**src/rtl/adder_share_pkg.sv**
```systemverilog
// Shared definitions for the adder-sharing arbiter.
//   ADDER_WIDTH_DEF / NUM_REQ_DEF : default operand width and requester count
//   rr_pick                       : round-robin search over a valid vector
package adder_share_pkg;

    localparam int ADDER_WIDTH_DEF = 91;
    localparam int NUM_REQ_DEF     = 4;
    localparam int MAX_REQ         = 16;

    typedef struct packed {
        logic       found;
        logic [3:0] idx;
    } rr_pick_t;

    // Returns the first set bit of valid, searching ptr, ptr+1, ... and
    // wrapping modulo num_req. Bits at or above num_req are ignored.
    function automatic rr_pick_t rr_pick(input logic [MAX_REQ-1:0] valid,
                                         input logic [3:0]         ptr,
                                         input int                 num_req = NUM_REQ_DEF);
        rr_pick_t r;
        int       j;
        r.found = 1'b0;
        r.idx   = '0;
        for (int k = 0; k < MAX_REQ; k++) begin
            if (k < num_req) begin
                j = int'(ptr) + k;
                if (j >= num_req) j = j - num_req;
                if (!r.found && valid[j]) begin
                    r.found = 1'b1;
                    r.idx   = 4'(j);
                end
            end
        end
        return r;
    endfunction

endpackage

```
**src/rtl/adder_share_pipe.sv**
```systemverilog
// Two-stage shared adder datapath: operand registers, then sum register.
//   clk, reset          : clock, synchronous active-high reset
//   en                  : pipeline advance enable (low = hold everything)
//   in_valid/in_a/in_b/in_id : accepted transfer for this cycle
//   resp_valid/resp_id/resp_sum : registered result stage
module adder_share_pipe #(
    parameter int W    = 91,
    parameter int ID_W = 2
) (
    input  logic            clk,
    input  logic            reset,
    input  logic            en,
    input  logic            in_valid,
    input  logic [W-1:0]    in_a,
    input  logic [W-1:0]    in_b,
    input  logic [ID_W-1:0] in_id,
    output logic            resp_valid,
    output logic [ID_W-1:0] resp_id,
    output logic [W:0]      resp_sum
);

    logic            s1_valid;
    logic [W-1:0]    s1_a;
    logic [W-1:0]    s1_b;
    logic [ID_W-1:0] s1_id;

    always_ff @(posedge clk) begin
        if (reset) begin
            s1_valid <= 1'b0;
            s1_a     <= '0;
            s1_b     <= '0;
            s1_id    <= '0;
        end else if (en) begin
            s1_valid <= in_valid;
            // data registers only move on a real transfer; bubbles keep old data
            if (in_valid) begin
                s1_a  <= in_a;
                s1_b  <= in_b;
                s1_id <= in_id;
            end
        end
    end

    always_ff @(posedge clk) begin
        if (reset) begin
            resp_valid <= 1'b0;
            resp_id    <= '0;
            resp_sum   <= '0;
        end else if (en) begin
            resp_valid <= s1_valid;
            if (s1_valid) begin
                resp_sum <= {1'b0, s1_a} + {1'b0, s1_b};
                resp_id  <= s1_id;
            end
        end
    end

endmodule

```
**src/rtl/adder_share_arbiter.sv**
```systemverilog
// Round-robin arbiter sharing one registered adder among NUM_REQ requesters.
//   clk, reset                  : clock, synchronous active-high reset
//   req_valid/req_a/req_b       : per-requester operand pairs (packed slices)
//   req_ready                   : one-hot grant, zero while stalled or in reset
//   resp_valid/resp_id/resp_sum : result, tagged with issuing requester
//   resp_ready                  : consumer accept; low stalls the whole pipe
module adder_share_arbiter
    import adder_share_pkg::*;
#(
    parameter int  ADDER_WIDTH = ADDER_WIDTH_DEF,
    parameter int  NUM_REQ     = NUM_REQ_DEF,
    localparam int ID_W        = $clog2(NUM_REQ)
) (
    input  logic                           clk,
    input  logic                           reset,
    input  logic [NUM_REQ-1:0]             req_valid,
    input  logic [NUM_REQ*ADDER_WIDTH-1:0] req_a,
    input  logic [NUM_REQ*ADDER_WIDTH-1:0] req_b,
    output logic [NUM_REQ-1:0]             req_ready,
    output logic                           resp_valid,
    output logic [ID_W-1:0]                resp_id,
    output logic [ADDER_WIDTH:0]           resp_sum,
    input  logic                           resp_ready
);

    logic [ID_W-1:0]        ptr;
    logic [ID_W-1:0]        gnt;
    rr_pick_t               pick;
    logic                   en;
    logic                   xfer;
    logic [ADDER_WIDTH-1:0] sel_a;
    logic [ADDER_WIDTH-1:0] sel_b;

    always_comb begin
        pick      = rr_pick(MAX_REQ'(req_valid), 4'(ptr), NUM_REQ);
        gnt       = ID_W'(pick.idx);
        en        = !resp_valid || resp_ready;
        // reset masks the grant so nothing is handshaken during reset
        xfer      = en && pick.found && !reset;
        req_ready = '0;
        if (xfer) req_ready[gnt] = 1'b1;
    end

    assign sel_a = req_a[int'(gnt)*ADDER_WIDTH +: ADDER_WIDTH];
    assign sel_b = req_b[int'(gnt)*ADDER_WIDTH +: ADDER_WIDTH];

    always_ff @(posedge clk) begin
        if (reset) begin
            ptr <= '0;
        end else if (xfer) begin
            ptr <= (gnt == ID_W'(NUM_REQ - 1)) ? '0 : gnt + 1'b1;
        end
    end

    adder_share_pipe #(
        .W    (ADDER_WIDTH),
        .ID_W (ID_W)
    ) u_pipe (
        .clk        (clk),
        .reset      (reset),
        .en         (en),
        .in_valid   (xfer),
        .in_a       (sel_a),
        .in_b       (sel_b),
        .in_id      (gnt),
        .resp_valid (resp_valid),
        .resp_id    (resp_id),
        .resp_sum   (resp_sum)
    );

endmodule
```
**config.mk**
```make
export PLATFORM = sky130hd
export DESIGN_NAME = adder_share_arbiter
export DESIGN_NICKNAME = d
export VERILOG_FILES = /design/src/rtl/adder_share_pkg.sv /design/src/rtl/adder_share_pipe.sv /design/src/rtl/adder_share_arbiter.sv
export SDC_FILE = /design/constraint.sdc
export NUM_CORES = 1
export LEC_CHECK = 0
export BUFFER_PORTS_ARGS = -buffer_cell sky130_fd_sc_hd__buf_4
export CAP_MARGIN = 20
export CORE_AREA = 2 2 327 329
export CTS_BUF_LIST = sky130_fd_sc_hd__clkbuf_8
export CTS_CLUSTER_DIAMETER = 40
export CTS_CLUSTER_SIZE = 30
export DETAILED_ROUTE_END_ITERATION = 6
export DIE_AREA = 0 0 329 331
export GPL_ROUTABILITY_DRIVEN = 0
export PLACE_DENSITY = 0.53
export SYNTH_ARGS = -nofsm -noshare
export SYNTH_HDL_FRONTEND = slang
export SYNTH_SLANG_ARGS = --single-unit
```
**constraint.sdc**
```tcl
create_clock -name clk -period 2.95 [get_ports clk]
set_input_delay 0.1475 -clock clk [delete_from_list [all_inputs] [get_ports clk]]
set_output_delay 0.1475 -clock clk [all_outputs]
set_load 0.01 [all_outputs]
```
======== Word-level counts from Yosys, hierarchy flattened ========
Index checks and enable logic that the tools add are counted.
storage, ports and cells
  register bits ........................... 282
  output and inout bits ................... 99
  logic and storage cells ................. 69
operators by class
  $add $sub $neg .......................... 9
  $mul .................................... 1
  order comparisons ....................... 10
  eq/ne operators ......................... 1
  shift operators ......................... 2
  mux-type cells .......................... 24
  reductions and logical operators ........ 14
operator list
  kind                 number
  $shiftx 364x10->91   1
  $shiftx 364x32->91   1
  $lt 32x6->1 const B  4
  $mux 32              4
  $add 91x91->92       1
  $mux 5               4
  $bmux 1 s4           4
  $sub 3x3->4 const B  3
  $ge 3x3->1 const B   3
  $mul 2x7->9 const B  1
  $mux 1               9
  $add 2x2->3 const B  2
  $logic_and 1x1->1    6
  $logic_not 1->1      5
  $mux 4               1
  $reduce_and 2->1     2
  $sub 2x3->4 const B  1
  $add 2x1->3 const B  1
  $ge 2x3->1 const B   1
  $lt 2x3->1 const B   1
  $add 2x1->2 const B  1
  $demux 1 s2          1
  $eq 2x2->1 const B   1
  $ge 2x1->1 const B   1
  other kinds (2)      2

======== Depth between registers and ports, before layout ========
Gate-level depths: netlist of run 1.
  depth in word-level cells ............... 20
  mapped depth ............................ 18
  depth with buffers taken out ............ 14

======== Cells and area by module ========
Synthesis of run 1 repeated with hierarchy kept, for this count alone.
second synthesis, totals
  cell total of the unflattened synthesis .. 2,733
  area, all modules ....................... 21,748.4 µm²
by module, submodules not included
  module               instances  cells an instance  area each (µm²)
  adder_share_pipe     1          2,073              15,250.9
  adder_share_arbiter  1          660                6,497.5

======== Worst setup path before layout of run 1 ========
Ideal clock, no wire load.
  kind .................................... register -> register
  start ................................... register ptr[0]
  end ..................................... register ptr[1]
  setup time .............................. 0.128 ns
  arrival ................................. 3.057 ns
  required time ........................... 2.822 ns
  slack ................................... -0.234 ns
  cell stages (with the launch flop) ...... 16
  path buffers ............................ 4
  clock period less this slack ............ 3.184 ns
  cell sequence ........................... dfxtp_1 > buf_2 > inv_1 > ha_1 > a221oi_2 > nand2b_1 > a21oi_1 > a21oi_1 > buf_2 > buf_2 > buf_1 > inv_1 > ha_1 > nor2_1 > a21oi_1 > nor2_1
RTL lines
  item                    RTL line                   text
  from (decl)             adder_share_arbiter.sv:26  logic [ID_W-1:0] ptr;
  from (signal assigned)  adder_share_arbiter.sv:51  ptr <= (gnt == ID_W'(NUM_REQ - 1)) ? '0 : gnt + 1'b1;

======== Worst setup path in the final report of run 1 ========
  start ................................... register u_pipe.s1_a[32]
  end ..................................... register u_pipe.resp_sum[90]
between the ends
  longest elaborated chain between the ends .. 1
RTL lines
  item                    RTL line                text
  from (decl)             adder_share_pipe.sv:23  logic [W-1:0] s1_a;
  from (signal assigned)  adder_share_pipe.sv:37  s1_a <= in_a;
  $add 91x91->92          adder_share_pipe.sv:52  resp_sum <= {1'b0, s1_a} + {1'b0, s1_b};
  to (signal assigned)    adder_share_pipe.sv:52
  to (decl)               adder_share_pipe.sv:19  output logic [W:0] resp_sum
Every way passes these cells.
A chain may end at the register's enable or synchronous reset.

==> results of run 1 <==
layout by cell type (no fill, tap or decap), types with 25 or more instances in the layout:
| cell | instances |
|---|---|
| xnor2_1 | 29 |
| dlygate4sd3_1 | 676 |
| xor2_1 | 33 |
| nand4_1 | 34 |
| ha_4 | 27 |
| dfxtp_1 | 264 |
| o21ai_0 | 328 |
| a21o_1 | 31 |
| o21ai_1 | 126 |
| a21oi_2 | 40 |
| buf_6 | 40 |
| buf_4 | 1199 |
| clkbuf_8 | 62 |
| nand3_1 | 195 |
| nor2_1 | 66 |
| inv_1 | 25 |
| nand3b_1 | 189 |
| a21oi_1 | 139 |
| ha_1 | 67 |
| nand2_1 | 1123 |
| buf_12 | 28 |
power groups by stage:
| stage | registers (mW) | logic (mW) | clock network (mW) |
|---|---|---|---|
| after floorplan | 6.48 | 15.7 | 0 |
| after global placement | 6.48 | 29.5 | 0 |
| after detailed placement | 6.55 | 29.4 | 0 |
| after CTS | 6.60 | 32.4 | 5.03 |
| after global routing | 6.82 | 38.0 | 5.20 |
| final | 6.64 | 34.6 | 4.87 |
sequential cells by signal (all words and copies together), names as in the netlist:
signal,cells
u_pipe.s1_valid,1
ptr,2
u_pipe.resp_sum,92
u_pipe.s1_b,91
u_pipe.resp_id,2
u_pipe.s1_id,2
u_pipe.resp_valid,1
u_pipe.s1_a,91
final cells by class:
class / instances / area, µm²
clock inverter: 49 / 547
timing repair buffer: 1955 / 17100
inverter: 31 / 143
timing repair inverter: 2 / 28.8
antenna: 5 / 12.5
clock buffer: 61 / 840
tap: 1391 / 1740
fill: 10300 / 63100
sequential: 282 / 5670
multi-input combinational: 2710 / 15900
critical path: cells and delay by family, from the launching register on:
family / cells / cell delay, ns
mux: 1 / 0.14
flops: 1 / 0.34
buf+inv: 3 / 0.51
simple gates: 3 / 0.28
compound gates: 7 / 1.48
fa+ha+maj: 1 / 0.30
worst min-delay path by stage:
stage | slack (ns) | end | start
finish | -0.03 | u_pipe.s1_b[14]$_SDFFE_PP0P_ | req_b[196]
global route | -0.02 | u_pipe.s1_b[39]$_SDFFE_PP0P_ | req_b[130]
detailed placement | 0.45 | u_pipe.resp_sum[8]$_SDFFE_PP0P_ | u_pipe.resp_sum[8]$_SDFFE_PP0P_
floorplan | 0.37 | u_pipe.resp_valid$_SDFFE_PP0N_ | resp_ready
global placement | 0.44 | u_pipe.resp_sum[59]$_SDFFE_PP0P_ | u_pipe.resp_sum[59]$_SDFFE_PP0P_
CTS | 0.001 | u_pipe.s1_b[39]$_SDFFE_PP0P_ | req_b[221]
timing repair:
item | 4_1_cts | 5_1_grt
resized for setup | 187 | 254
endpoints found under the setup margin | 71 | 147
hold buffers | 668 | 8
pin swaps | 84 | 97
cloned | 4 | 4
endpoints found under the hold margin | 182 | 4
buffers inserted | 56 | 29
kinds of logic after synthesis:
logic type	count (synthesis)	synth area share, %
xor gates and xnor gates	82	3.41
adders and majority gates	100	5.98
DFF	282	26.8
and+or+nand+nor	1715	36.7
buffers and inverters	285	5.31
muxes	5	0.250
AOI/OAI and AO/OA	808	21.5
metrics by stage:
step | hold slack (ns) | setup TNS (ns) | instances | power [mW] | instance area (µm²)
2_1_floorplan | 0.367 | 0 | 3277 | 22.2 | 21000
3_3_place_gp | 0.439 | -10.69 | 5613 | 36.0 | 31200
6_report | -0.0260 | -3.45 | 6486 | 46.1 | 41900
4_1_cts | 0.00140 | -5.52 | 6448 | 44.0 | 40600
3_5_place_dp | 0.445 | -12.70 | 5613 | 36.0 | 31200
5_1_grt | -0.0172 | -10.24 | 6484 | 50.0 | 41900
routing by layer:
| layer | share of wire (%) | up-vias | GRT usage, % |
|---|---|---|---|
| met1 | 43 | 14000 | 24.8 |
| met3 | 6.6 | 334 | 4.59 |
| met2 | 47 | 1048 | 34.2 |
| li1 | - | 14800 | - |
| met5 | 0 | - | 0 |
| met4 | 4.1 | 0 | 7.45 |
==> run_results.csv, run 1 <==
group,metric,value,unit
outcome,outcome,"finished, violations left",
outcome,violations,"negative hold slack, negative setup slack",
die,initial_core_util,20.0,%
synthesis,synth_ff_type,"dfxtp_1",
global_route,grt_max_degree,90,
routing,dr.first_iter.drc_count,1703,
synthesis,ys_seq_area_share,26.8,%
timing,fin_crit,3.18,ns
power,irDropWorstVdd,0.000719,V
global_route,antenna_found_initial,6,
setup_path,cp_common_cell,"buf_4",
routing,postRouteAntennaNets,0,
die,dieArea,109000,µm²
setup_path,cpPeakStageDelay,0.37,ns
clock_network,cts.sinks,282,
setup_path,slowest_stage,"o21ai_0",
synthesis,synth_cells,3277,
setup_path,critPathMaxFanout,5,
setup_path,worstSetupStartpointType,"flip-flop",
setup_path,cp_data_arrival_time,3.76,ns
global_route,grt_pass1_wl,172000,µm
synthesis,synth_commonest_cells,"1134 x nand2_1, 417 x o21ai_0, 282 x dfxtp_1, 215 x clkbuf_1, 198 x nand3_1",
timing,worst-slew-pin-transition,0.732,ns
global_route,gr-total-overflow,0,
setup_path,path_cells,"ha_4, nand2_1, buf_4, o21ai_0, a21oi_1, a221oi_1, buf_4, o211ai_2, nand3_4, a311oi_4, o31ai_4, buf_6, nand3_2, mux2i_1, o31ai_1",
setup_path,reg2reg_from,"u_pipe.s1_a[32]$_SDFFE_PP0P_",
setup_path,reg2reg_depth,15,
routing,drtPass1Iterations,5,
setup_path,crit_end,"u_pipe.resp_sum[90]$_SDFFE_PP0P_",
setup_path,ff2ff_setup_slack,-0.23,ns
die,core,105000,µm²
setup_path,crit_type,"reg -> reg",
clock_network,path_clk_slew,0.07,ns
setup_path,rr_endpoint,"u_pipe.resp_sum[90]$_SDFFE_PP0P_",
power,p_leak,19.2,nW
timing,drv_slew,0,
synthesis,syn_area,21000,µm²
finish,syn_to_final_growth,99.3,%
clock_network,htree_levels,2,
global_route,first_global_vias,30200,
synthesis,synth.avg_cell_area,6.42,µm²
die,ioPinCount,834,
clock_network,cts.path.max_buffers,3,
power,p_clk_share,10.6,%
finish,drive_gt1_share,32.4,%
min_path,hold_depth,5,
routing,drc,0,
power,combPwrFrac,75.1,%
routing,routed_wl,120000,µm
placement,place_ws,-0.830,ns
setup_path,crit_required,3.53,ns
placement,dp_hpwl,82700,µm
timing,finalSetupViolCount,40,
routing,num_vias,30200,
clock_network,cts-root-buf,"clkbuf_8",
timing,layout_setup_ws,-0.226,ns
timing,post-route-period-util,108,%
synthesis,netlist.area_leader.share,26.8,%
power,p_sw,23.3,mW
synthesis,syn_nets,4112,
timing,finalHoldViolCount,6,
power,seqPwrFrac,14.4,%
power,p_int,22.8,mW
setup_path,startpoint,"u_pipe.s1_a[32]$_SDFFE_PP0P_",
global_route,track_usage,20.2,%
clock_network,cts_tree,"done",
die,die_h,331,µm
min_path,hold_path.class,"in -> reg",
clock_network,clkLatencyLatePin,0.69,ns
power,swShare,50.6,%
timing,whs,-0.0260,ns
synthesis,synth_area_leaders,"dfxtp_1 27%, nand2_1 20%, o21ai_0 9.9%, nand3b_1 6.7%, ha_1 5.9%",
die,row_count,119,
timing,rsz0062_at_grt,"true",
synthesis,synth_edf_count,0,
setup_path,end_kind,"flip-flop",
timing,max_freq,0.315,GHz
finish,final_net_count,5875,
synthesis,yosys.area.top_type,"dfxtp_1",
synthesis,synth_cell_types,83,
timing,relSlewSlack,51.2,%
routing,wl_per_cell,18.5,µm
finish,fin_util,39.9,%
timing,finalClockSkew,0.0309,ns
synthesis,synth-seq-cells,282,
die,die_w,329,µm
power,power_density,1100,nW/µm²
synthesis,yosys_warnings,0,
clock_network,cts_made_buffers,58,
placement,numPortBuffers,833,
run,drv_cap,0,
synthesis,async_flop_share,0,%
routing,viasPerCell,4.65,
synthesis,synth_most_common_cell,"nand2_1",
(Power assumes the default switching activity.)
==> run 2: changes to the inputs <==
--- a/config.mk
+++ b/config.mk
@@ -10,5 +10,5 @@
 export CORE_AREA = 2 2 327 329
 export CTS_BUF_LIST = sky130_fd_sc_hd__clkbuf_8
-export CTS_CLUSTER_DIAMETER = 40
+export CTS_CLUSTER_DIAMETER = 150
 export CTS_CLUSTER_SIZE = 30
 export DETAILED_ROUTE_END_ITERATION = 6
==> constraint.sdc (replaced) <==
create_clock -name clk -period 2.95 [get_ports clk]
set_input_delay 0.1475 -clock clk [delete_from_list [all_inputs] [get_ports clk]]
set_output_delay 0.1475 -clock clk [all_outputs]
set_load 0.005 [all_outputs]
==> run_results.csv, run 2 (synthesis gave the netlist of run 1 again) <==
group,metric,value,unit
outcome,outcome,"finished, violations left",
outcome,violations,"negative hold slack, negative setup slack",
finish,layout.cells.non_filler,6314,
finish,largest_reg_flops,92,
setup_path,slowest_stage,"ha_1",
routing,routed_wl,116000,µm
global_route,track_usage,19.6,%
setup_path,end_kind,"flip-flop",
setup_path,cpPeakStageDelay,0.38,ns
routing,drtPass1Iterations,5,
timing,worst-slew-pin-transition,0.640,ns
power,p_int,20.4,mW
power,p_sw,21.8,mW
clock_network,htree_levels,1,
finish,fillCellCount,10600,
placement,place_ws,-0.750,ns
clock_network,cts_tree,"done",
timing,drv_slew,0,
die,die_w,329,µm
timing,fin_crit,3.17,ns
finish,final_net_count,5753,
finish,top_regs,"u_pipe.resp_sum (92), u_pipe.s1_a (91), u_pipe.s1_b (91)",
timing,whs,-0.0313,ns
timing,post-route-period-util,107,%
global_route,antenna_found_initial,5,
power,p_clk_share,4.4,%
setup_path,crit_type,"reg -> reg",
die,ioPinCount,834,
finish,layout_common_cells,"1192 x buf_4, 1123 x nand2_1, 606 x dlygate4sd3_1",
clock_network,clkLatencyLatePin,0.63,ns
timing,layout_setup_ws,-0.220,ns
timing,relSlewSlack,56.9,%
clock_network,cts.sinks,282,
die,dieArea,109000,µm²
power,irDropWorstVdd,0.000821,V
die,die_h,331,µm
finish,syn_to_final_growth,89.8,%
power,p_leak,18.2,nW
timing,finalSetupViolCount,27,
die,row_count,119,
timing,rsz0062_at_grt,"true",
routing,postRouteAntennaNets,0,
setup_path,cpLargestDelayFamily,"compound AO/OA/AOI/OAI gates",
timing,finalClockSkew,0.0374,ns
clock_network,path_clk_slew,0.19,ns
power,combPwrFrac,80.0,%
clock_network,cts-root-buf,"clkbuf_8",
routing,viasPerCell,4.62,
setup_path,critPathMaxFanout,5,
setup_path,worst-path-buf-inv,3,
placement,dp_hpwl,82800,µm
setup_path,path_cells,"ha_1, buf_4, nand2_1, nor3_2, buf_4, a311o_1, o211ai_2, nand3_4, a311oi_4, o31ai_4, buf_6, a221oi_2, xor2_1, o21ai_1",
placement,numPortBuffers,833,
routing,num_vias,29200,
global_route,gr-total-overflow,0,
placement,dp.cells,5615,
die,core,105000,µm²
timing,finalHoldViolCount,5,
setup_path,worstSetupStartpointType,"flip-flop",
finish,layout_commonest_cell,"buf_4",
routing,drc,0,
power,swShare,51.6,%
global_route,grt_pass1_wl,167000,µm
setup_path,cp_common_cell,"buf_4",
global_route,grt_max_degree,80,
routing,dr.first_iter.drc_count,1633,
power,power_density,1060,nW/µm²
routing,wl_per_cell,18.4,µm
timing,final.setup.tns,-2.64,ns
setup_path,cp_data_arrival_time,3.69,ns
setup_path,crit_required,3.47,ns
clock_network,cts_made_buffers,13,
clock_network,cts.path.max_buffers,3,
timing,max_freq,0.315,GHz
die,initial_core_util,20.0,%
min_path,hold_path.class,"in -> reg",
finish,drive_gt1_share,31.5,%
finish,largest-register,"u_pipe.resp_sum",
run,drv_cap,0,
global_route,first_global_vias,28800,
power,seqPwrFrac,15.6,%
[run 2: cell types whose count changed in the layout (fill, tap and decap cells not counted), moves of 10 or more]
cell and delta:
clkbuf_8 -48, clkinv_4 -12, dfxtp_1 -11, dfxtp_2 +11, dlygate4sd3_1 -70, inv_6 -10
o21ai_0 +10, o21ai_1 -12
[run 2: layer usage]
layer	vias up	GRT usage [%]	wire length, µm
met4	4	6.79	4130
met2	942	33.1	54600
met5	-	0	26
met1	13600	24.6	49700
met3	246	4.16	7570
li1	14400	-	-
[run 2: worst paths after layout]
path / start / end / slack, ns / cells past startpoint
hold / removal: req_b[232] / u_pipe.s1_b[50]$_SDFFE_PP0P_ / -0.03 / 5
hold reg to reg: u_pipe.resp_sum[36]$_SDFFE_PP0P_ / u_pipe.resp_sum[36]$_SDFFE_PP0P_ / 0.46 / 2
setup reg to reg: u_pipe.s1_b[22]$_SDFFE_PP0P_ / u_pipe.resp_sum[82]$_SDFFE_PP0P_ / -0.22 / 14
setup / recovery: u_pipe.s1_b[22]$_SDFFE_PP0P_ / u_pipe.resp_sum[82]$_SDFFE_PP0P_ / -0.22 / 14
[run 2: area by class of cell]
class                      instances  area (µm²)  area share [%]
multi-input combinational       2710       15800            39.6
sequential                       282        5680            14.2
clock inverter                     4        50.0           0.125
timing repair inverter             1        11.3          0.0282
antenna                            3        7.51          0.0188
inverter                          31         138           0.345
timing repair buffer            1879       16300            40.9
tap                             1391        1740            4.36
clock buffer                      13         179           0.448
[run 2: worst reg2reg max path, stage by stage (launching register included)]
cell	delay, ns
dfxtp_1	0.36
ha_1	0.38
buf_4	0.17
nand2_1	0.12
nor3_2	0.07
buf_4	0.15
a311o_1	0.38
o211ai_2	0.22
nand3_4	0.12
a311oi_4	0.30
o31ai_4	0.12
buf_6	0.15
a221oi_2	0.28
xor2_1	0.17
o21ai_1	0.09
[run 2: repair_timing]
item                                   4_1_cts  5_1_grt
pin swaps                                   66       95
gates resized for setup                    229      209
endpoints found under the hold margin      185       10
setup endpoints to repair                   69      209
hold buffers                               586       20
buffers inserted                            47       27
cloned                                       4        2
[run 2: power by group through the flow]
| stage | registers [mW] | clock network (mW) | logic, mW |
|---|---|---|---|
| 6_report | 6.60 | 1.85 | 33.8 |
| 5_1_grt | 6.80 | 2.06 | 37.2 |
| 4_1_cts | 6.58 | 1.95 | 32.2 |
| 3_5_place_dp | 6.54 | 0 | 29.1 |
| 3_3_place_gp | 6.46 | 0 | 29.2 |
| 2_1_floorplan | 6.29 | 0 | 15.7 |
[run 2: metrics by stage]
| step | utilization [%] | total power [mW] | cell area [µm²] |
|---|---|---|---|
| after floorplan | - | 22.0 | 21000 |
| after global placement | 29.7 | 35.6 | 31200 |
| after detailed placement | 29.7 | 35.7 | 31200 |
| after CTS | 36.9 | 40.8 | 38700 |
| after global routing | 38.0 | 46.1 | 39900 |
| final | 38.0 | 42.2 | 39900 |
